[config.mk]
export PLATFORM = sky130hd
export DESIGN_NAME = bounce_sprite_gen
export DESIGN_NICKNAME = d
export VERILOG_FILES = /design/src/rtl/bounce_sprite_gen.sv
export SDC_FILE = /design/constraint.sdc
export NUM_CORES = 1
export LEC_CHECK = 0
export ABC_CLOCK_PERIOD_IN_PS = 3800
export BUFFER_PORTS_ARGS = -buffer_cell sky130_fd_sc_hd__clkbuf_2
export CORE_UTILIZATION = 52
export DETAILED_ROUTE_END_ITERATION = 6
export PLACE_DENSITY_LB_ADDON = 0.1
export SYNTH_ARGS = -nofsm -noshare
export SYNTH_HDL_FRONTEND = slang
export SYNTH_SLANG_ARGS = --single-unit
[constraint.sdc]
create_clock -name clk -period 3.8 [get_ports clk]
set_clock_uncertainty 0.05 [all_clocks]
set_input_delay 0.38 -clock clk [delete_from_list [all_inputs] [get_ports clk]]
set_output_delay 0.38 -clock clk [all_outputs]
set_load 0.02 [all_outputs]
[src/rtl/bounce_sprite_gen.sv]
// Pixel stage: one square sprite bouncing in the 640x480 active area.
// Define SPRITE_BORDER_EN to draw a white 2-pixel ring around the sprite.
module bounce_sprite_gen #(
    parameter int unsigned SIZE         = 16,
    parameter int unsigned SPEED        = 2,
    parameter int unsigned X0           = 0,
    parameter int unsigned Y0           = 0,
    parameter int unsigned FLASH_FRAMES = 8,
    parameter logic [11:0] BG_RGB       = 12'h004,
    parameter logic [11:0] FG_RGB       = 12'hFF0,
    parameter logic [11:0] FL_RGB       = 12'hF00
) (
    input  logic        clk,
    input  logic        rst,
    input  logic [9:0]  pix_x,
    input  logic [9:0]  pix_y,
    input  logic        video_on,
    input  logic        ref_tick,
    input  logic        h_sync_in,
    input  logic        v_sync_in,
    input  logic        pause_tgl,
    output logic [11:0] rgb,
    output logic        h_sync_out,
    output logic        v_sync_out,
    output logic        bounce
);

    localparam logic [10:0] SZ    = 11'(SIZE);
    localparam logic [10:0] SP    = 11'(SPEED);
    localparam logic [10:0] X_LIM = 11'd640;
    localparam logic [10:0] Y_LIM = 11'd480;

    typedef enum logic [1:0] {
        RUN,
        FLASH,
        PAUSED
    } state_t;

    typedef struct packed {
        logic [9:0] s;
        logic       d;
        logic       hit;
    } axis_t;

    state_t     state;
    logic [7:0] fcnt;
    logic [9:0] sx;
    logic [9:0] sy;
    logic       dx;
    logic       dy;

    axis_t      nx;
    axis_t      ny;

    // One axis of the per-frame move; walls clamp the sprite and reverse it.
    function automatic axis_t step_axis(
        input logic [9:0]  s,
        input logic        d,
        input logic [10:0] lim
    );
        axis_t      r;
        logic [10:0] s11;
        s11   = {1'b0, s};
        r.s   = s;
        r.d   = d;
        r.hit = 1'b0;
        if (d) begin
            if (s11 + SZ + SP > lim) begin
                r.s   = 10'(lim - SZ);
                r.d   = 1'b0;
                r.hit = 1'b1;
            end else begin
                r.s = 10'(s11 + SP);
            end
        end else begin
            if (s11 < SP) begin
                r.s   = '0;
                r.d   = 1'b1;
                r.hit = 1'b1;
            end else begin
                r.s = 10'(s11 - SP);
            end
        end
        return r;
    endfunction

    assign nx = step_axis(sx, dx, X_LIM);
    assign ny = step_axis(sy, dy, Y_LIM);

    logic [10:0] ax;
    logic [10:0] ay;
    logic [10:0] sx11;
    logic [10:0] sy11;
    logic        in_x;
    logic        in_y;
    logic        spr_hit;
    logic [11:0] pix_rgb;

    assign ax      = {1'b0, pix_x} - 11'd144;
    assign ay      = {1'b0, pix_y} - 11'd35;
    assign sx11    = {1'b0, sx};
    assign sy11    = {1'b0, sy};
    assign in_x    = (ax >= sx11) && (ax < sx11 + SZ);
    assign in_y    = (ay >= sy11) && (ay < sy11 + SZ);
    assign spr_hit = in_x && in_y;

`ifdef SPRITE_BORDER_EN
    logic on_ring;
    assign on_ring = (ax - sx11 < 11'd2) ||
                     (sx11 + SZ - 11'd1 - ax < 11'd2) ||
                     (ay - sy11 < 11'd2) ||
                     (sy11 + SZ - 11'd1 - ay < 11'd2);
`endif

    always_comb begin
        pix_rgb = '0;
        if (video_on) begin
            if (spr_hit) begin
                pix_rgb = (state == FLASH) ? FL_RGB : FG_RGB;
`ifdef SPRITE_BORDER_EN
                if (on_ring) begin
                    pix_rgb = 12'hFFF;
                end
`endif
            end else begin
                pix_rgb = BG_RGB;
            end
        end
    end

    always_ff @(posedge clk or negedge rst) begin
        if (!rst) begin
            rgb        <= '0;
            h_sync_out <= 1'b0;
            v_sync_out <= 1'b0;
        end else begin
            rgb        <= pix_rgb;
            h_sync_out <= h_sync_in;
            v_sync_out <= v_sync_in;
        end
    end

    // Pause toggle outranks the frame tick, so a coincident tick never moves.
    always_ff @(posedge clk or negedge rst) begin
        if (!rst) begin
            state  <= RUN;
            fcnt   <= '0;
            sx     <= 10'(X0);
            sy     <= 10'(Y0);
            dx     <= 1'b1;
            dy     <= 1'b1;
            bounce <= 1'b0;
        end else begin
            bounce <= 1'b0;
            if (pause_tgl) begin
                if (state == PAUSED) begin
                    state <= RUN;
                end else begin
                    state <= PAUSED;
                    fcnt  <= '0;
                end
            end else if (ref_tick && state != PAUSED) begin
                sx <= nx.s;
                dx <= nx.d;
                sy <= ny.s;
                dy <= ny.d;
                if (nx.hit || ny.hit) begin
                    bounce <= 1'b1;
                    state  <= FLASH;
                    fcnt   <= 8'(FLASH_FRAMES);
                end else if (state == FLASH) begin
                    fcnt <= fcnt - 8'd1;
                    if (fcnt == 8'd1) begin
                        state <= RUN;
                    end
                end
            end
        end
    end

endmodule

-- Yosys cells after proc, flatten, opt, wreduce, memory -nomap -nowiden
Index checks and enable logic that the tools add are counted.
- ROM bits: 0
- bits in latches: 0
- memory bits (writable): 0
- input bits: 27
- memories: 0
- flip-flop bits (word level): 47
- multiply operators: 0
- magnitude comparators: 8
- reduce and logical (&&, ||, !) cells: 11
- add/sub/neg operators: 11
- multiplexer cells: 27
- divide/modulo/power cells: 0
- shifts and indexed selects: 0
- bitwise gates (word level): 1
- equal/unequal tests: 5
- operators by type and width (cell ; number):
    12-bit 2-to-1 mux ; 4
    8-bit 2-to-1 mux ; 6
    10-bit 2-to-1 mux ; 4
    10-bit by 5-bit adder with 11-bit output, second input constant ; 2
    11-bit by 2-bit adder with 11-bit output, second input constant ; 2
    11-bit by 10-bit greater-or-equal comparator with 1-bit output ; 2
    11-bit less-than comparator ; 2
    10-bit by 2-bit adder with 10-bit output, second input constant ; 2
    10-bit by 2-bit less-than comparator with 1-bit output, second input constant ; 2
    2-bit 2-to-1 mux ; 10
    10-bit by 2-bit subtractor with 10-bit output, second input constant ; 2
    11-bit by 10-bit > comparator with 1-bit output, second input constant ; 1
    11-bit by 9-bit > comparator with 1-bit output, second input constant ; 1
    10-bit by 6-bit subtractor with 11-bit output, second input constant ; 1
    10-bit by 8-bit subtractor with 11-bit output, second input constant ; 1
    8-bit by 1-bit equality test with 1-bit output, second input constant ; 1
    8-bit by 1-bit subtractor with 8-bit output, second input constant ; 1
    3-bit AND reduction ; 2
    3-bit nonzero test ; 2
    1-bit logical AND ; 4
    2-bit != test, second input constant ; 2
    1-bit 2-to-1 mux ; 3
    2-bit by 1-bit equality test with 1-bit output, second input constant ; 1
    2-bit equality test, second input constant ; 1
    4 further kinds ; 4

-- Longest topological paths before layout
Gate-level depths: netlist of the first run.
- word-level depth: 9
- depth in mapped cells: 12
- mapped depth without buffers: 12

-- Worst setup path before layout of the first run
Ideal clock, no wire load.
- path kind: in2reg
- start: input port pix_y[1]
- end: register rgb[2]
- path buffers: 0
- cell stages on the path: 12
- path slack: 0.610 ns
- arrival time: 3.021 ns
- path through: a2111oi_0 > nor2b_1 > nor2_1 > xor2_1 > ha_1 > o21a_1 > o211ai_1 > nor2_1 > nor4_1 > o311ai_0 > or4_1 > o21a_1
- longest elaborated chain between the ends: 6
- RTL lines (what ; RTL line ; source):
    from (decl) ; 16 ; input logic [9:0] pix_y,
    10-bit by 6-bit subtractor with 11-bit output (*) ; 100 ; assign ay = {1'b0, pix_y} - 11'd35;
    11-bit by 10-bit greater-or-equal comparator with 1-bit output / 11-bit less-than comparator (equally long branches) ; 104 ; assign in_y = (ay >= sy11) && (ay < sy11 + SZ);
    1-bit logical AND (*) ; 104 ;
    1-bit logical AND (*) ; 105 ; assign spr_hit = in_x && in_y;
    12-bit 2-to-1 mux (*) ; 118 ; if (spr_hit) begin
    12-bit 2-to-1 mux (*) ; 117 ; if (video_on) begin
    via pix_rgb[2] ; 97 ; logic [11:0] pix_rgb;
    to (signal assigned) ; 137 ; rgb <= pix_rgb;
    to (decl) ; 22 ; output logic [11:0] rgb,
The timed path passes the listed nets; every way through them passes the cells marked *.
A chain may end at the register's enable or synchronous reset.

-- Worst setup path in the final report of the first run
- start: register sx[4]
- end: register rgb[2]
- longest elaborated chain between the ends: 6
- RTL lines (what ; RTL line ; source):
    from (decl) ; 47 ; logic [9:0] sx;
    from (signal assigned) ; 148 ; sx <= 10'(X0);
    from (signal assigned) ; 163 ; sx <= nx.s;
    10-bit by 5-bit adder with 11-bit output ; 103 ; assign in_x = (ax >= sx11) && (ax < sx11 + SZ);
    11-bit less-than comparator ; 103 ;
    1-bit logical AND (*) ; 103 ;
    1-bit logical AND (*) ; 105 ;
    12-bit 2-to-1 mux (*) ; 118 ;
    12-bit 2-to-1 mux (*) ; 117 ;
    via pix_rgb[2] ; 97 ;
Marks and branches as above.

==> results of run 1 <==
## flip-flops by register name (all words and copies together) (netlist names)
register and flops:
dx 1, state 2, sx 9, h_sync_out 1, fcnt 8, bounce 1, dy 1, v_sync_out 1
sy 9, rgb 3
## synthesized netlist by cell type (3+ instances only)
master	number
a22oi_1	3
and2_1	5
o21a_1	7
a31oi_1	3
nand2b_1	8
a21oi_1	25
a2111oi_0	3
nand2_1	34
nand3_1	15
o31ai_1	3
a211oi_1	7
nor4_1	7
ha_1	46
xnor2_1	17
o21ai_0	34
dfrtp_1	34
o211ai_1	7
xor2_1	12
nand4_1	6
clkbuf_1	9
inv_1	29
or4_1	3
o22ai_1	3
a21o_1	4
buf_2	5
nor3_1	24
and3_1	5
a211o_1	3
or3_1	8
or2_2	3
nor2_1	33
buf_4	11
## worst max-delay path: stages (launching register included)
cell and delay (ns):
dfrtp_1 0.56, ha_1 0.37, nand3_1 0.21, nor3_1 0.34
inv_1 0.08, ha_1 0.33, a22o_1 0.22, nor4_1 0.24
o311ai_0 0.17, or4_1 0.54, o21a_1 0.19
## stage by stage
stage          cell area (um^2)  total power [W]
2_1_floorplan              3830          0.00135
3_3_place_gp               4010          0.00154
3_5_place_dp               4010          0.00158
4_1_cts                    4120          0.00193
5_1_grt                    4120          0.00210
6_report                   4120          0.00194
## per-layer routing
metal  vias to the layer above  GRT usage
met1                      1632      0.333
met2                       156      0.401
met5                         -          0
met3                        30     0.0273
met4                         0     0.0805
li1                       1751          -
## cell families after synthesis
group,after synthesis,share of synthesized area
AND/OR/NAND/NOR,165,0.226
AO/OA/AOI/OAI,129,0.234
buffers and inverters,57,0.0687
adder cells (fa/ha/maj),46,0.150
flip-flops,36,0.236
XOR/XNOR,32,0.0808
other,1,0.000980
multiplexers,1,0.00262
## final cells by class
class	count	area, um^2
fillers	628	2820
multi-input cells	376	2670
flip-flops and latches	36	903
repair buffers	40	208
well taps	96	120
inverters	30	113
clock buffers	5	68.8
clock inverters	3	42.5
## final timing paths
kind	from	to	slack (ns)
min in group asynchronous	rst	sx[4]	0.16
setup reg to reg	sx[4]	rgb[2]	0.39
hold reg to reg	fcnt[6]	fcnt[6]	0.52
hold / removal	v_sync_in	v_sync_out	0.14
setup / recovery	sx[4]	rgb[2]	0.39
max in group asynchronous	rst	state[0]	2.94
## power groups by stage
| stage | Clock, W | Sequential, W | Combinational [W] |
|---|---|---|---|
| 2_1_floorplan | 0 | 0.000526 | 0.000825 |
| 3_3_place_gp | 0 | 0.000604 | 0.000940 |
| 3_5_place_dp | 0 | 0.000610 | 0.000966 |
| 4_1_cts | 0.000358 | 0.000602 | 0.000974 |
| 5_1_grt | 0.000377 | 0.000626 | 0.00110 |
| 6_report | 0.000349 | 0.000608 | 0.000983 |
==> impl_metrics.tcl, run 1 <==
set metrics [dict create \
    yosys.area.top_type "dfrtp_1" \
    synth-seq-cells 36 \
    maxSlewViolCount 0 \
    min_path_cells 1 \
    avgSynthCellArea_um2 8.19 \
    arrival_ns 3.55 \
    syn-instance-count 467 \
    insertion_delay_ns 0.29 \
    dieArea_um2 7700 \
    wl_met2_um 4020 \
    final_cells 586 \
    fin_ws_ns 0.389 \
    yosysTopAreaCellShare 0.222 \
    dr_wl_met3_um 579 \
    yosys.cell_types.count 75 \
    core_um2 6940 \
    cp_max_fo 10 \
    ir_drop_v 0.000223 \
    dieHeight_um 87.8 \
    grt_pass1_wl_um 14800 \
    routed_wl_um 9040 \
    period_minus_slack_ns 3.41 \
    vias 3569 \
    comb_power_share 0.507 \
    io_buffers 37 \
    setup_tns_ns 0 \
    fp.dieW_um 87.8 \
    antenna_left 0 \
    grt_start_max_net_pins 37 \
    outcome "completed" \
    first_iter_violations 307 \
    drc 0 \
    root_buffer "clkbuf_8" \
    initial_core_util 0.551 \
    period_share 0.898 \
    fmax_mhz 293 \
    pwr-share-clk 0.180 \
    post_drt_wl_per_cell_um 15.4 \
    top_layer_used "met4" \
    synthTopCellsByArea "dfrtp_1, ha_1, o21ai_0" \
    max_cap_violations 0 \
    final_cell_mix "ha_1, clkbuf_2, nand2_1, o21ai_0, dfrtp_1" \
    switchingPower_w 0.000891 \
    htreeDepth 2 \
    ff2ff_path_depth 10 \
    cts_sinks 36 \
    first_global_vias 3286 \
    grt_usage 0.244 \
    synthFlopType "dfrtp_1" \
    post-dp-hpwl_um 6850 \
    power_density_nw_per_um2 471 \
    dr.pass1.iters 5 \
    crit_required_ns 3.94 \
    critPathKind "flip-flop to flip-flop" \
    cts_hold_buf 0 \
    yosysWarningCount 0 \
    whs_ns 0.145 \
    synthArstFlopShare 1.00 \
    critPathLaunchType "flip-flop" \
    antennaDiodeCount 0 \
    wl_met1_um 4250 \
    post_drt_via_cell_ratio 6.09 \
    postCtsSetupBuffers 0 \
    setup_viol 0 \
    syn_area_um2 3820 \
    pwr-share-seq 0.313 \
    min_path_type "input pin to flip-flop" \
    clock_path_buffers 2 \
    grt_overflow_total 0 \
    p_sw_frac 0.460 \
    slew_headroom 0.373 \
    cts_made_buffers 5 \
    place_inst 578 \
    io_pins 42 \
    place_ws_ns 0.255 \
    cts_tree "done" \
    rsz0062_at_grt "false" \
    area.growth.synth_to_final_pct 7.75 \
    nets 562 \
    synth-edff-count 0 \
    hold_viol_final 0 \
    rows 30 \
    layout-drive-gt1-share 0.141 \
    internal_power_w 0.00105 \
    tightest_slew_ns 0.940 \
    cellLeakagePower_nw 1.76 \
    antenna_found_initial 0 \
    post-route-util 0.594 \
    place_congestion 0.875 \
    final_common_cell "ha_1" \
    cts_resized 0 \
    yosysSeqAreaShare 0.236 \
    clk_pin_slew_ns 0.09 \
    crit_path_end_kind "flip-flop" \
]
No activity file was read; power rests on OpenSTA's default activity.
==> run 2, diff against run 1 <==
--- a/config.mk
+++ b/config.mk
@@ -7,7 +7,7 @@
 export LEC_CHECK = 0
 export ABC_CLOCK_PERIOD_IN_PS = 3800
 export BUFFER_PORTS_ARGS = -buffer_cell sky130_fd_sc_hd__clkbuf_2
-export CORE_UTILIZATION = 52
+export CORE_UTILIZATION = 40
 export DETAILED_ROUTE_END_ITERATION = 6
 export PLACE_DENSITY_LB_ADDON = 0.1
 export SYNTH_ARGS = -nofsm -noshare
==> impl_metrics.tcl, run 2 (same netlist as run 1, synthesis figures left out) <==
set metrics [dict create \
    outcome "completed" \
    cellLeakagePower_nw 1.77 \
    crit_family "simple AND/OR/NAND/NOR gates" \
    layout-drive-gt1-share 0.144 \
    period_share 0.869 \
    rsz0062_at_grt "false" \
    met3_usage 0.0251 \
    post-dp-hpwl_um 7190 \
    cp_num_buf_inv 1 \
    final_cell_mix "ha_1, clkbuf_2, nand2_1, o21ai_0, dfrtp_1" \
    place_congestion 0.848 \
    grt_pass1_wl_um 15700 \
    cts_tree "done" \
    dieArea_um2 9960 \
    min_path_cells 1 \
    busiest_layer "met2" \
    core_um2 9240 \
    first_iter_violations 264 \
    fmax_mhz 303 \
    post_drt_via_cell_ratio 5.61 \
    root_buffer "clkbuf_8" \
    met2_usage 0.320 \
    postCtsSetupBuffers 0 \
    antenna_found_initial 0 \
    grt_usage 0.197 \
    seqCellArea_um2 903 \
    min_path_type "input pin to flip-flop" \
    hold_viol_final 0 \
    holdPathEnd "h_sync_out" \
    ff2ff_path_depth 10 \
    critPathLaunchType "flip-flop" \
    worst_path_most_repeated_cell "ha_1" \
    area.growth.synth_to_final_pct 8.83 \
    nets 564 \
    fill_cells 926 \
    clk_pin_slew_ns 0.09 \
    clock_path_buffers 2 \
    crit_path_max_incr_delay_ns 0.55 \
    grt_start_max_net_pins 37 \
    power_density_nw_per_um2 457 \
    critPathKind "flip-flop to flip-flop" \
    dpl-instance-area_um2 4070 \
    crit_path_end_kind "flip-flop" \
    vias 3483 \
    antenna_left 0 \
    io_buffers 37 \
    crit_slowest_cell "dfrtp_1" \
    dieHeight_um 99.8 \
    crit_required_ns 3.94 \
    cts_made_buffers 5 \
    antennaDiodeCount 0 \
    rrSetupSlack_ns 0.50 \
    cts_sinks 36 \
    multiInputGateArea_um2 2670 \
    io_pins 42 \
    htreeDepth 2 \
    tightest_slew_ns 0.946 \
    max_cap_violations 0 \
    post_drt_wl_per_cell_um 14.8 \
    grt_util_met1 0.275 \
    rows 35 \
    place_inst 613 \
    hold_start "h_sync_in" \
    setup_tns_ns 0 \
    arrival_ns 3.44 \
    cp_cell_sequence "ha_1, nand3_1, nor3_1, inv_1, ha_1, a22o_1, nor4_1, o311ai_0, or4_1, o21a_1" \
    cp_max_fo 10 \
    stdcell_area_um2 4160 \
    top_regs "sx x9, sy x9, fcnt x8" \
    final_common_cell "ha_1" \
    final_cells 621 \
    initial_core_util 0.414 \
    r2r_start "sx[4]" \
    grt_overflow_total 0 \
    first_global_vias 3350 \
    fp.dieW_um 99.8 \
    ir_drop_v 0.000162 \
    slew_headroom 0.370 \
    insertion_delay_ns 0.29 \
    cts_resized 0 \
    maxSlewViolCount 0 \
    period_minus_slack_ns 3.30 \
    setup_viol 0 \
    cts_hold_buf 0 \
    routed_wl_um 9200 \
    r2r_end "rgb[2]" \
    dr.pass1.iters 4 \
    drc 0 \
]
run 2: final cells by class:
| cell class | instances | area share |
|---|---|---|
| Sequential cell | 36 | 0.217 |
| Clock buffer | 6 | 0.0198 |
| Timing Repair Buffer | 42 | 0.0535 |
| Clock inverter | 2 | 0.00331 |
| Multi-Input combinational cell | 376 | 0.641 |
| Tap cell | 129 | 0.0388 |
| Inverter | 30 | 0.0271 |
run 2: worst register-to-register path, stage by stage, from the launching register on:
cell      delay [ns]
dfrtp_1         0.55
ha_1            0.35
nand3_1         0.22
nor3_1          0.35
inv_1           0.09
ha_1            0.32
a22o_1          0.21
nor4_1          0.19
o311ai_0        0.14
or4_1           0.53
o21a_1          0.20
run 2: worst max-delay path by stage:
| stage | depth (start not counted) | start | endpoint | slack [ns] |
|---|---|---|---|---|
| 2_1_floorplan | 12 | pix_y[1] | rgb[2] | 0.61 |
| 3_5_place_dp | 14 | pix_y[1] | rgb[2] | 0.36 |
| 5_1_grt | 10 | sx[4] | rgb[2] | 0.25 |
| 4_1_cts | 10 | sx[4] | rgb[2] | 0.50 |
| 3_3_place_gp | 14 | pix_y[3] | rgb[2] | 0.37 |
| 6_report | 10 | sx[4] | rgb[2] | 0.50 |
run 2: per-stage QoR:
step / utilization / setup WS [ns] / total power (W) / hold slack, ns
6_report: 0.451 / 0.497 / 0.00190 / 0.140
5_1_grt: 0.451 / 0.252 / 0.00209 / 0.124
4_1_cts: 0.451 / 0.502 / 0.00191 / 0.129
3_5_place_dp: 0.440 / 0.357 / 0.00160 / 0.440
3_3_place_gp: 0.440 / 0.369 / 0.00159 / 0.438
2_1_floorplan: - / 0.610 / 0.00135 / 0.0344
run 2: per-layer routing:
metal / up-vias / wire length (um)
met5: - / 0
met4: 0 / 90
met3: 8 / 261
met2: 67 / 4140
met1: 1649 / 4710
li1: 1759 / -
run 2: report_power, final:
part / switching, W / internal, W / leakage [nW] / total (W)
combinational: 0.000599 / 0.000415 / 1.26 / 0.00101
clock: 0.000155 / 0.000149 / 0.0516 / 0.000304
sequential: 0.000138 / 0.000449 / 0.453 / 0.000587
total: 0.000893 / 0.00101 / 1.77 / 0.00190
